`src/rtl/raw_pixel_packer.sv`:
```
// raw_pixel_packer: packs 8-bit raw Bayer pixels from a DVP capture stage into
// 32-bit words (first pixel in [7:0]). Each word is tagged start-of-frame and
// end-of-line and queued in a first-word-fall-through output FIFO.
//
// Ports
//   PCLK                 pixel clock, rising edge
//   Rst                  synchronous active-high reset
//   in_valid, in_pixel   raw pixel qualifier and data
//   in_hs, in_vs         line-active and frame-active levels
//   out_valid/out_ready  FIFO head handshake
//   out_data             four packed pixels of the head entry
//   out_sof, out_eol     head entry is the first word of a frame / last word of a line
//   overflow             sticky: a word was dropped because the FIFO was full
//   frame_cnt            frames started since reset (wraps)
module raw_pixel_packer #(
    parameter int unsigned FIFO_DEPTH = 16
) (
    input  logic        PCLK,
    input  logic        Rst,
    input  logic        in_valid,
    input  logic [7:0]  in_pixel,
    input  logic        in_hs,
    input  logic        in_vs,
    output logic        out_valid,
    input  logic        out_ready,
    output logic [31:0] out_data,
    output logic        out_sof,
    output logic        out_eol,
    output logic        overflow,
    output logic [15:0] frame_cnt
);

    localparam int unsigned PTR_W = $clog2(FIFO_DEPTH);
    localparam int unsigned CNT_W = PTR_W + 1;

    typedef struct packed {
        logic        sof;
        logic        eol;
        logic [31:0] data;
    } fifoWord_t;

    // Edge-detect registers and packing state
    logic        vsQ;
    logic        hsQ;
    logic        vsArmed;
    logic [1:0]  byteIdx;
    logic [31:0] partWord;
    logic [31:0] pendWord;
    logic        pendValid;
    logic        sofFlag;

    logic        frameStart;
    logic        vsFall;
    logic        lineEnd;
    logic        accept;

    logic [1:0]  nextIdx;
    logic [31:0] nextPart;
    logic [31:0] nextPend;
    logic        nextPendValid;
    logic        pushReq;
    logic [31:0] pushData;
    logic        pushEol;

    // FIFO state
    fifoWord_t             mem [FIFO_DEPTH];
    logic [PTR_W-1:0]      wrPtr;
    logic [PTR_W-1:0]      rdPtr;
    logic [CNT_W-1:0]      count;
    logic                  pop;
    logic                  wrEn;
    fifoWord_t             headWord;

    // A frame start only counts once in_vs has been seen low since reset,
    // so a frame already in progress at reset release is not counted.
    assign frameStart = in_vs & ~vsQ & vsArmed;
    assign vsFall     = ~in_vs & vsQ;
    assign lineEnd    = ~in_hs & hsQ;
    assign accept     = in_valid & in_vs & ~lineEnd;

    // Pixel packing: frame abort beats line end, line end beats a new pixel.
    always_comb begin
        nextIdx       = byteIdx;
        nextPart      = partWord;
        nextPend      = pendWord;
        nextPendValid = pendValid;
        pushReq       = 1'b0;
        pushData      = 32'h0;
        pushEol       = 1'b0;
        if (vsFall) begin
            nextIdx       = 2'd0;
            nextPart      = 32'h0;
            nextPendValid = 1'b0;
        end else if (lineEnd) begin
            if (pendValid) begin
                pushReq  = 1'b1;
                pushData = pendWord;
                pushEol  = 1'b1;
            end else if (byteIdx != 2'd0) begin
                pushReq  = 1'b1;
                pushData = partWord;
                pushEol  = 1'b1;
            end
            nextIdx       = 2'd0;
            nextPart      = 32'h0;
            nextPendValid = 1'b0;
        end else if (accept) begin
            if (pendValid) begin
                pushReq       = 1'b1;
                pushData      = pendWord;
                nextPendValid = 1'b0;
            end
            if (byteIdx == 2'd3) begin
                nextPend      = partWord | (32'(in_pixel) << 24);
                nextPendValid = 1'b1;
                nextPart      = 32'h0;
            end else begin
                nextPart = partWord | (32'(in_pixel) << {byteIdx, 3'b000});
            end
            nextIdx = byteIdx + 2'd1;
        end
    end

    // Packing state, sof flag and frame counter
    always_ff @(posedge PCLK) begin
        if (Rst) begin
            vsQ       <= 1'b0;
            hsQ       <= 1'b0;
            vsArmed   <= 1'b0;
            byteIdx   <= 2'd0;
            partWord  <= 32'h0;
            pendWord  <= 32'h0;
            pendValid <= 1'b0;
            sofFlag   <= 1'b0;
            frame_cnt <= 16'h0;
        end else begin
            vsQ       <= in_vs;
            hsQ       <= in_hs;
            if (!in_vs) begin
                vsArmed <= 1'b1;
            end
            byteIdx   <= nextIdx;
            partWord  <= nextPart;
            pendWord  <= nextPend;
            pendValid <= nextPendValid;
            if (frameStart) begin
                sofFlag   <= 1'b1;
                frame_cnt <= frame_cnt + 16'd1;
            end else if (pushReq) begin
                sofFlag <= 1'b0;
            end
        end
    end

    // A full FIFO still accepts a push when the head is popped in the same cycle.
    assign pop  = out_valid & out_ready;
    assign wrEn = pushReq & ((count < CNT_W'(FIFO_DEPTH)) | pop);

    always_ff @(posedge PCLK) begin
        if (Rst) begin
            wrPtr    <= '0;
            rdPtr    <= '0;
            count    <= '0;
            overflow <= 1'b0;
        end else begin
            if (wrEn) begin
                wrPtr <= wrPtr + PTR_W'(1);
            end
            if (pop) begin
                rdPtr <= rdPtr + PTR_W'(1);
            end
            count <= count + CNT_W'(wrEn) - CNT_W'(pop);
            if (pushReq && !wrEn) begin
                overflow <= 1'b1;
            end
        end
    end

    // Storage needs no reset; the head is masked to zero while empty.
    always_ff @(posedge PCLK) begin
        if (wrEn) begin
            mem[wrPtr] <= '{sof: sofFlag, eol: pushEol, data: pushData};
        end
    end

    assign headWord  = mem[rdPtr];
    assign out_valid = (count != '0);
    assign out_data  = out_valid ? headWord.data : 32'h0;
    assign out_sof   = out_valid & headWord.sof;
    assign out_eol   = out_valid & headWord.eol;

endmodule
```
`config.mk`:
```
export PLATFORM = sky130hd
export DESIGN_NAME = raw_pixel_packer
export DESIGN_NICKNAME = d
export VERILOG_FILES = /design/src/rtl/raw_pixel_packer.sv
export SDC_FILE = /design/constraint.sdc
export NUM_CORES = 1
export LEC_CHECK = 0
export CAP_MARGIN = 20
export CORE_MARGIN = 4
export CORE_UTILIZATION = 35
export DETAILED_ROUTE_END_ITERATION = 10
export PLACE_DENSITY_LB_ADDON = 0.25
export SYNTH_ARGS = -nofsm -noshare
export SYNTH_HDL_FRONTEND = slang
export SYNTH_SLANG_ARGS = --single-unit
```
`constraint.sdc`:
```
create_clock -name PCLK -period 4.4 [get_ports PCLK]
set_input_delay 0.66 -clock PCLK [delete_from_list [all_inputs] [get_ports PCLK]]
set_output_delay 0.66 -clock PCLK [all_outputs]
set_load 0.1 [all_outputs]
```
# Word-level counts from Yosys, hierarchy flattened
# Memory sizes are Yosys's and may differ from the RTL's. A register that Yosys moved wholly into a read port is not among the register bits.
# Index checks and enable logic that the tools add are counted.
# op_classes
eq_ne	1
n_reduce_logical	7
n_addsub	6
order_cmp	1
bitwise_logic	18
shifts	1
mux	23
# op_table
cell	count
$mux W32	8
$or A32 B32 Y32	2
$shl A8 B5 Y32	1
$add A16 B1 Y16 const B	1
$mux W1	13
$and A1 B1 Y1	10
$add A4 B1 Y4 const B	2
$mux W4	2
$add A5 B1 Y5	1
$lt A5 B5 Y1 const B	1
$not A1 Y1	5
$reduce_bool A5 Y1	1
$sub A5 B1 Y5	1
$reduce_and A4 Y1	1
$reduce_bool A2 Y1	2
$reduce_or A3 Y1	1
$add A2 B1 Y2 const B	1
$eq A2 B2 Y1 const B	1
$logic_and A1 B1 Y1	1
$logic_not A1 Y1	1
$or A1 B1 Y1	1
# totals
ram_bits	544
n_memories	1
regBits	101
inputBits	14
word_cells	71
output_inout_bits	52
# mem_list
memory	depth	word_bits	read_ports	rd_clocked_by_memory_dff	write_ports	line_no	source
mem	16	34	1	1	1	66	fifoWord_t mem [FIFO_DEPTH];

# Depth between registers and ports, before layout
# Gate-level depths: netlist of the first run.
# logic_depth
depth_word	10
depth_mapped	18
depth_no_buf	16

# Worst setup path after synthesis of the first run
# No wires, ideal clock.
# synth_path
path_type	input to register
from	in in_hs
to	mem mem[3][0] (netlist name), enable pin
stages	5
path_buffers	1
path_slack_ns	-0.033
arrival_time_ns	3.966
required_time_ns	3.932
setup_time_ns	0.468
path_cell_list	nand2b_4 > or3_4 > buf_6 > a211o_1 > nor3_1
# synth_via
elab_chain_len	10
# synth_rtl
item	line_no	source
start, declared	22	input logic in_hs,
$not A1 Y1 (*)	78	assign lineEnd = ~in_hs & hsQ;
$and A1 B1 Y1 (*)	78	
$not A1 Y1 (no line)	--	
$and A1 B1 Y1	79	assign accept = in_valid & in_vs & ~lineEnd;
$mux W1	107	end else if (accept) begin
$mux W1 (*)	94	end else if (lineEnd) begin
$mux W1 (*)	90	if (vsFall) begin
$and A1 B1 Y1 (*)	157	assign wrEn = pushReq & ((count < CNT_W'(FIFO_DEPTH)) | pop);
$mux W1 (*)	181	if (wrEn) begin
$mux W1 (implied by the code) (*)	182	mem[wrPtr] <= '{sof: sofFlag, eol: pushEol, data: pushData};
end, declared	66	
# Mark *: on every way between the ends. The rest lies on a longest branch, timed or not.

# Worst setup path in the final report of the first run
# layout_path
from	reg count[2]
to	out out_data[23]
# layout_via
elab_chain_len	2
# layout_rtl
item	line_no	source
start, declared	69	logic [CNT_W-1:0] count;
start signal, assigned	172	count <= count + CNT_W'(wrEn) - CNT_W'(pop);
$reduce_bool A5 Y1	187	assign out_valid = (count != '0);
$mux W32	188	assign out_data = out_valid ? headWord.data : 32'h0;
end, declared	26	output logic [31:0] out_data,
# No other way between the ends.

==> flow_summary.toml, run 1 <==
[critical_path]
timing.critical_path.buf_inv = 3
path_depth = 9
cpLargestDelayFamily = "simple AND/OR/NAND/NOR gates"
start_kind = "flip-flop"
crit_start = "count[2]$_SDFF_PP0_"
r2r_setup_slack_ns = 1.06
cp-end-kind = "primary output"
cp_cell_sequence = "inv_1 -> ha_1 -> nor4b_2 -> nor2_4 -> buf_12 -> and3_1 -> a31oi_1 -> o21ai_0 -> buf_12"
crit_arrival_ns = 3.22
crit_required_ns = 3.74
cpMostUsedCell = "buf_12"
path_class = "reg -> out"
crit_path_max_fanout = 31
ff2ff_path_depth = 16
worstReg2RegStart = "byteIdx[0]$_SDFFE_PP0N_"
critPathSlowestCell = "nor4b_2"
slowest_delay_ns = 0.64

[place]
gp_congestion = 0.725
numPortBuffers = 65
dp_hpwl_mm = 34.4

[routing]
wirelength_mm = 62.4
dr_total_vias = 13900
antenna_left = 0
wire_per_inst_um = 23.8
dr.pass1.iters = 5
drt_iter0_markers = 1299
viasPerCell = 5.32
route.detailed.drc = 0

[die]
ios = 66
start_util_pct = 35.3
core-area_um2 = 71500
fp-row-count = 98
dieArea_um2 = 76400
die_x_um = 276
fp.dieH_um = 276

[clock_tree]
post_cts_buffers = 0
cts_hold_buf = 0
cts.sinks = 649
cts_tree = "done"
path_clk_slew_ns = 0.06
cts_buffers = 69
cts_root_buf = "clkbuf_16"
cts_htree_levels = 3
insertion_delay_ns = 0.61
cts_buffer_depth = 3
cts_resized = 0

[global_route]
grt-ovfl-total = 0
track_usage_pct = 16.1
grt_max_degree = 69
grt_pass1_wl_mm = 93.5
antenna_found_initial = 3
grt_pass1_vias = 14200

[logic_synthesis]
postSynthCellCount = 1498
synth_seq_area_share_pct = 73.1
syn-cell-area_um2 = 25200
ys_warn_count = 0
synth_seq_cells = 649
syn_avg_cell_area_um2 = 16.8
syn-num-nets = 1527
synth_cell_types = 44

[pwr]
combinationalPowerShare_pct = 29.7
switching_share_pct = 33.2
p_seq_share_pct = 38.8
p_int_mw = 11.6
powerDensity_nw_per_um2 = 578
leakagePower_nw = 9.58
ir_drop_v = 0.000456
clock_power_share_pct = 31.5
switchingPower_mw = 5.75

[sta]
fin_skew_ns = 0.0239
setup_tns_ns = 0
setup-violations-final = 0
holdWs_ns = 0.413
hold_viol = 0
tightest_slew_ns = 1.06
slew_violations = 0
finalCriticalPeriod_ns = 3.88
fmax_mhz = 258
slew_headroom_pct = 29.2
fin_crit_sh_pct = 88.2
rsz0062_at_grt = "no"

[cells_and_area]
fill_cells = 6254
layout-drive-gt1-share_pct = 19.5
syn_to_final_growth_pct = 19.0
fin_nets = 1641

[worst_hold_path]
min_from = "Rst"
hold_class = "in -> reg"
min_path_cells = 3

[status]
status = "finished clean"

[run]
maxCapViolCount = 0
## worst paths after layout
path / end
hold / removal: byteIdx[0]$_SDFFE_PP0N_
hold reg to reg: vsArmed$_SDFFE_PP0N_
setup reg to reg: count[4]$_SDFF_PP0_
setup / recovery: out_data[23]
## flip-flops by register name (all words and copies together) (netlist names), 2 cells and up, named ones only
| register | count |
|---|---|
| rdPtr | 4 |
| byteIdx | 2 |
| partWord | 32 |
| pendWord | 32 |
| frame_cnt | 16 |
| count | 5 |
| mem | 544 |
| wrPtr | 4 |
## cells in the final DEF (no fill, tap or decap), types with 34 or more instances in the layout
master and n:
nand2_1 58, a22oi_1 101, clkbuf_16 72, a21oi_1 65, nor2_1 103, mux4_2 101, edfxtp_1 544, a31oi_1 34
buf_4 38, and3_1 36, dfxtp_1 102, mux2i_1 73, buf_12 55
## Yosys cell counts, drive strengths merged
cell type  number  area (um2)
nand2          58         218
o21bai          1        7.51
a21oi          66         342
or3             7        48.8
o211ai          1        7.51
mux2i          73         731
nor4            1        6.26
nor4b           1        15.0
and2            3        18.8
xnor2          12         105
dfxtp         105        2100
nand3           6        30.0
edfxtp        544       16300
or2             1        6.26
a211o           1        8.76
mux2            1        15.0
nor2          105         397
and3           49         309
fa              1        20.0
nand2b          1        13.8
buf            29         171
and3b           1        8.76
nor3           26         130
nor2b          17         106
ha             14         175
inv            21        78.8
nand4           5        37.5
a31oi          34         213
a21o            2        15.0
mux4          101        2270
clkbuf         63         238
o21ai          38         190
a22oi         101         758
xor2            9        78.8
## worst register-to-register path, delay by kind of cell (launching register included)
kind | cells | cell delay (ns)
simple gates | 4 | 0.93
fa+ha+maj | 4 | 0.89
flops | 1 | 0.42
buf+inv | 5 | 0.37
compound gates | 3 | 0.65
## layout make-up
cell class | instances | area, um2 | area share [%]
multi-input cells | 736 | 6360 | 21.2
flip-flops and latches | 649 | 18400 | 61.5
well taps | 950 | 1190 | 3.96
clock buffers | 93 | 1880 | 6.27
repair buffers | 135 | 1830 | 6.10
clock inverters | 31 | 220 | 0.734
diodes | 1 | 2.50 | 0.00834
inverters | 21 | 78.8 | 0.263
## cells by family after synthesis
group / Yosys count / share of synthesized area (%)
flops: 649 / 73.1
simple gates: 281 / 5.33
xor+xnor: 21 / 0.730
fa+ha+maj: 15 / 0.774
mux: 175 / 12.0
compound gates: 244 / 6.11
buf+inv: 113 / 1.94
## per-stage QoR
stage               power [mW]  std cells  utilization (%)  instance area, um2  setup WS [ns]
floorplan                 10.2       1498                -               25200         0.0824
global placement          12.1       2478             38.8               27800          0.635
detailed placement        12.1       2478             38.8               27800          0.632
CTS                       17.6       2602             41.8               29900          0.452
global route              18.0       2615             42.0               30000          0.247
finish                    17.3       2616             42.0               30000          0.519
## layer usage
| metal | part of all wire (%) | track usage, % | routed length (um) |
|---|---|---|---|
| met4 | 1.8 | 4.58 | 1140 |
| met3 | 6.2 | 3.17 | 3840 |
| met2 | 47 | 25.6 | 29500 |
| met5 | 0.022 | 0 | 14 |
| met1 | 45 | 22.8 | 27900 |
## power groups by stage
| stage | Combinational (mW) | Sequential (mW) | Clock, mW |
|---|---|---|---|
| global placement | 5.20 | 6.86 | 0 |
| finish | 5.14 | 6.73 | 5.46 |
| global route | 5.39 | 6.74 | 5.87 |
| detailed placement | 5.22 | 6.87 | 0 |
| CTS | 5.23 | 6.74 | 5.59 |
| floorplan | 3.41 | 6.78 | 0 |
Power figures use the tool's default switching activity.
==> run 2: changes to the inputs <==
--- a/config.mk
+++ b/config.mk
@@ -5,11 +5,13 @@
 export SDC_FILE = /design/constraint.sdc
 export NUM_CORES = 1
 export LEC_CHECK = 0
+export ABC_AREA = 1
 export CAP_MARGIN = 20
 export CORE_MARGIN = 4
 export CORE_UTILIZATION = 35
 export DETAILED_ROUTE_END_ITERATION = 10
 export PLACE_DENSITY_LB_ADDON = 0.25
+export SLEW_MARGIN = 20
 export SYNTH_ARGS = -nofsm -noshare
 export SYNTH_HDL_FRONTEND = slang
 export SYNTH_SLANG_ARGS = --single-unit
==> run 2 against run 1 <==
Net effect:
- design area up 5.8%
- sequential power about the same
- first-iteration DRC count increased by 20%
- via count increased by 38%
- non-clock buffer count is the same
- clock skew is 0.0045 ns lower
- critical path depth shrank 1
- maximum frequency is 0.63% lower
- hold slack improved by 0.048 ns
- sequential share of layout area is 3.3 points lower
- critical endpoint is now out_data[3]
==> flow_summary.toml, run 2 <==
[cells_and_area]
syn_to_final_growth_pct = 14.9
final_cell_mix = "nand2_1, edfxtp_1, nand3_1"
final_common_cell = "nand2_1"
diodes = 0
layout-drive-gt1-share_pct = 8.10
finish.instance_area_um2 = 31700
largest_reg_flops = 544
fill_cells = 7466
fin_nets = 2854
regMostFlops = "mem"
reg_top3 = "mem (544), partWord (32), pendWord (32)"

[sta]
rsz0062_at_grt = "no"
fin_crit_sh_pct = 88.8
slew_headroom_pct = 32.6
finalCriticalPeriod_ns = 3.91
slew_violations = 0
tightest_slew_ns = 1.01
fin_skew_ns = 0.0195
hold_viol = 0
fmax_mhz = 256
setup_tns_ns = 0
setup-violations-final = 0

[routing]
wirelength_mm = 73.6
drt_iter0_markers = 1565
dr_total_vias = 19300
viasPerCell = 4.92
route.detailed.drc = 0
wire_per_inst_um = 18.8
dr.pass1.iters = 6
antenna_left = 0

[critical_path]
cp_cell_sequence = "buf_12 -> nand2_1 -> nand2_1 -> nand2_1 -> nand3_1 -> nand3_1 -> a21oi_1 -> buf_4"
timing.critical_path.buf_inv = 2
crit_path_max_fanout = 147
cp-end-kind = "primary output"
critPathSlowestCell = "dfxtp_4"
path_class = "reg -> out"
slowest_delay_ns = 0.63
start_kind = "flip-flop"
cpLargestDelayFamily = "buffers and inverters"
crit_arrival_ns = 3.25
cpMostUsedCell = "nand2_1"
crit_required_ns = 3.74

[logic_synthesis]
synth_compound_area_share_pct = 3.92
synth_cell_types = 31
synth_seq_area_share_pct = 66.8
ys_top_cells_by_area = "edfxtp_1, nand2_1, dfxtp_1, nand3_1, inv_1"
syn-num-nets = 2801
synth_ff_type = "edfxtp_1"
synthTopCellsByCount = "nand2_1, edfxtp_1, nand3_1, inv_1, a21oi_1"
syn-cell-area_um2 = 27600
synth.area.mux_share_pct = 0
synth_top_cell_by_area = "edfxtp_1"
async_flop_share_pct = 0
synth_most_common_cell = "nand2_1"
synth_top_family_by_area = "simple AND/OR/NAND/NOR gates"
ys_warn_count = 0
synth_adder_area_share_pct = 0.707
synth_xor_area_share_pct = 0.159
postSynthCellCount = 2772
synth-edff-count = 544
yosys.area_share.simple_pct = 21.2
synth_seq_cells = 649
synth_top_area_share_pct = 59.1
syn_avg_cell_area_um2 = 9.96

[global_route]
track_usage_pct = 17.5
grt_pass1_vias = 18500
grt-ovfl-total = 0
grt_max_degree = 148
grt_pass1_wl_mm = 113
antenna_found_initial = 0

[clock_tree]
cts.sinks = 649
cts_root_buf = "clkbuf_16"
cts_hold_buf = 0
cts_buffers = 69
cts_resized = 0
cts_buffer_depth = 3
post_cts_buffers = 0
insertion_delay_ns = 0.61
cts_htree_levels = 3
path_clk_slew_ns = 0.06
cts_tree = "done"

[pwr]
leakagePower_nw = 12.7
powerDensity_nw_per_um2 = 531
ir_drop_v = 0.000302

[place]
gp_congestion = 0.777
numPortBuffers = 65
placed_cell_area_um2 = 29600
dp_hpwl_mm = 40.0

[die]
fp-row-count = 102
ios = 66
core-area_um2 = 77800
start_util_pct = 35.5
dieArea_um2 = 83500
fp.dieH_um = 289
die_x_um = 289

[status]
status = "finished clean"

[worst_hold_path]
hold_class = "reg -> reg"

[run]
maxCapViolCount = 0
## run 2: metrics by stage
stage | hold slack, ns | setup slack, ns | cells | util, % | power [mW]
floorplan | 0.440 | 0.208 | 2772 | - | 10.3
global placement | 0.447 | 0.702 | 3794 | 38.1 | 11.5
detailed placement | 0.452 | 0.752 | 3794 | 38.1 | 11.6
CTS | 0.461 | 0.511 | 3917 | 40.8 | 17.0
global route | 0.478 | 0.354 | 3917 | 40.8 | 17.6
finish | 0.461 | 0.494 | 3917 | 40.8 | 16.8
## run 2: layer usage
layer	track usage, %	share of wire (%)
met2	29.2	48
met4	5.03	2.0
met3	2.56	5.8
met5	0	0
met1	24.0	44
## run 2: logic make-up (layout without fill, tap and decap cells)
logic type	after synthesis	count (layout)
AND/OR/NAND/NOR	1422	1422
flip-flops	649	649
buffers and inverters	497	602
AO/OA/AOI/OAI	184	184
adder cells (fa/ha/maj)	15	15
XOR/XNOR	5	5
## run 2: power breakdown
group          internal [mW]  total, mW  switching [mW]
logic                   1.11       4.67            3.56
registers               6.62       6.72          0.0950
clock network           3.07       5.46            2.39
## run 2: area by class of cell
class,count,area (um2),area share (%)
clock buffer,91,1830,5.77
clock inverter,32,268,0.844
inverter,344,1300,4.10
multi-input combinational,1626,7290,23.0
sequential,649,18500,58.1
tap,1040,1300,4.10
timing repair buffer,135,1300,4.09
## run 2: path summary, 6_finish.rpt
path	from	end	slack, ns	cells after the start
max	flip-flop	out_data[3]	0.49	8
min	pendWord[8]$_SDFFE_PP0P_	pendWord[8]$_SDFFE_PP0P_	0.46	2
min reg2reg	pendWord[8]$_SDFFE_PP0P_	pendWord[8]$_SDFFE_PP0P_	0.46	2
max reg2reg	count[3]$_SDFF_PP0_	count[4]$_SDFF_PP0_	1.48	15
## run 2: tightest hold or removal path, delay by kind of cell (launching register included)
kind            cells  cell delay (ns)
flops               1             0.31
simple gates        1             0.06
compound gates      1             0.05
==> run 3: changes to the inputs <==
--- a/config.mk
+++ b/config.mk
@@ -10,6 +10,7 @@
 export CORE_MARGIN = 4
 export CORE_UTILIZATION = 35
 export DETAILED_ROUTE_END_ITERATION = 10
+export DONT_BUFFER_PORTS = 1
 export PLACE_DENSITY_LB_ADDON = 0.25
 export SLEW_MARGIN = 20
 export SYNTH_ARGS = -nofsm -noshare
==> run 3 against run 2 <==
Net effect:
- clock-buffer cell count did not move
- design area fell by 1.0%
- sequential power rose by 1%
- critical path type unchanged
- highest routed layer unchanged
- sequential share of layout area rose by 0.60 points
- largest cell class unchanged
==> flow_summary.toml, run 3 (synthesized netlist as in run 2, its figures left out) <==
[status]
status = "finished clean"

[critical_path]
worstReg2RegStart = "pendValid$_SDFFE_PP0N_"
crit_arrival_ns = 3.34
cpMostUsedCell = "nand3_1"
crit_required_ns = 3.74
ff2ff_path_depth = 16
cp-end-kind = "primary output"
cpLargestDelayFamily = "buffers and inverters"
path_class = "reg -> out"
critPathSlowestCell = "dfxtp_4"
cp_cell_sequence = "inv_8 -> buf_12 -> nand2_1 -> nand3_1 -> nand3_1 -> nand3_1 -> a21oi_2 -> buf_4"
start_kind = "flip-flop"
crit_path_max_fanout = 114
regToRegEndpoint = "count[4]$_SDFF_PP0_"
slowest_delay_ns = 0.80
r2r_setup_slack_ns = 1.35
timing.critical_path.buf_inv = 3

[die]
die_x_um = 289
core-area_um2 = 77800
fp-row-count = 102
fp.dieH_um = 289
dieArea_um2 = 83500
start_util_pct = 35.5
ios = 66

[cells_and_area]
final_util_pct = 40.4
regMostFlops = "mem"
largest_reg_flops = 544
final_cell_mix = "nand2_1, edfxtp_1, nand3_1"
layout-drive-gt1-share_pct = 9.18
diodes = 0
reg_top3 = "mem (544), partWord (32), pendWord (32)"
syn_to_final_growth_pct = 13.8
fin_nets = 2820
final_common_cell = "nand2_1"
fill_cells = 7547

[global_route]
grt_max_degree = 146
gr-usage-met3_pct = 2.68
grt-ovfl-total = 0
busiest_layer = "met2"
grt_pass1_wl_mm = 114
use_met1_pct = 24.5
grt.met2_usage_pct = 29.9
grt_pass1_vias = 18500
antenna_found_initial = 0
track_usage_pct = 17.9

[sta]
holdWs_ns = 0.131
setup_slack_ns = 0.396
setup-violations-final = 0
setup_tns_ns = 0
hold_viol = 0
rsz0062_at_grt = "no"
tightest_slew_ns = 1.15
fin_skew_ns = 0.0200
slew_headroom_pct = 23.3
finalCriticalPeriod_ns = 4.00
slew_violations = 0
fmax_mhz = 250
fin_crit_sh_pct = 91.0

[pwr]
powerDensity_nw_per_um2 = 535
power.total_mw = 16.8
ir_drop_v = 0.000507
leakagePower_nw = 12.5

[worst_hold_path]
min_path_cells = 1
hold_class = "in -> reg"
min_from = "Rst"
hold_end = "pendWord[17]$_SDFFE_PP0P_"

[clock_tree]
cts_htree_levels = 3
post_cts_buffers = 0
cts.sinks = 649
cts_buffers = 69
cts_resized = 0
cts_tree = "done"
cts_hold_buf = 0
path_clk_slew_ns = 0.06
insertion_delay_ns = 0.60
cts_root_buf = "clkbuf_16"
cts_buffer_depth = 3

[place]
numPortBuffers = 0
gp_congestion = 0.772
post-place-ws_ns = 1.07
dp_hpwl_mm = 39.2

[routing]
viasPerCell = 4.95
dr_total_vias = 19200
dr.pass1.iters = 5
antenna_left = 0
drt_iter0_markers = 1658
wirelength_mm = 75.2
wire_per_inst_um = 19.4
route.detailed.drc = 0

[run]
maxCapViolCount = 0
==> run 3: changes by cell type in the layout (fill, tap and decap cells not counted), sizes merged <==
cell / before / now
buf: 105 / 101
clkdlybuf4s50: 30 / 0
clkinv: 29 / 24
clkinvlp: 0 / 4
inv: 345 / 346
==> run 3: area by class of cell <==
| cell class | instances | area [um2] | share of cell area (%) |
|---|---|---|---|
| multi-input combinational | 1626 | 7410 | 23.6 |
| tap | 1040 | 1300 | 4.14 |
| clock buffer | 91 | 1890 | 6.02 |
| clock inverter | 32 | 203 | 0.645 |
| timing repair buffer | 101 | 858 | 2.73 |
| inverter | 344 | 1300 | 4.14 |
| sequential | 649 | 18500 | 58.7 |
==> run 3: power by group <==
group          switching, mW  total, mW  internal (mW)
Clock                   2.33       5.46           3.14
Sequential             0.166       6.79           6.62
Combinational           3.51       4.55           1.04
==> run 3: worst max path at each step <==
stage               depth (start not counted)  slack, ns  startpoint                    to
global route                                8       0.25   flip-flop           out_data[3]
finish                                      8       0.40   flip-flop           out_data[3]
global placement                            8       1.05   flip-flop           out_data[6]
CTS                                         8       0.41   flip-flop           out_data[3]
floorplan                                   7       0.21       in_hs  mem[10][0]$_DFFE_PP_
detailed placement                          8       1.07   flip-flop           out_data[4]
==> run 3: metrics by stage <==
step | cell area, um2 | instances
4_1_cts | 31400 | 3882
5_1_grt | 31400 | 3883
3_5_place_dp | 29300 | 3759
6_report | 31400 | 3883
2_1_floorplan | 27600 | 2772
3_3_place_gp | 29300 | 3759
==> run 3: per-layer routing <==
layer / routed length (um) / share of wire [%]
met1: 32700 / 44
met2: 36300 / 48
met3: 4690 / 6.2
met4: 1530 / 2.0
met5: 0 / 0
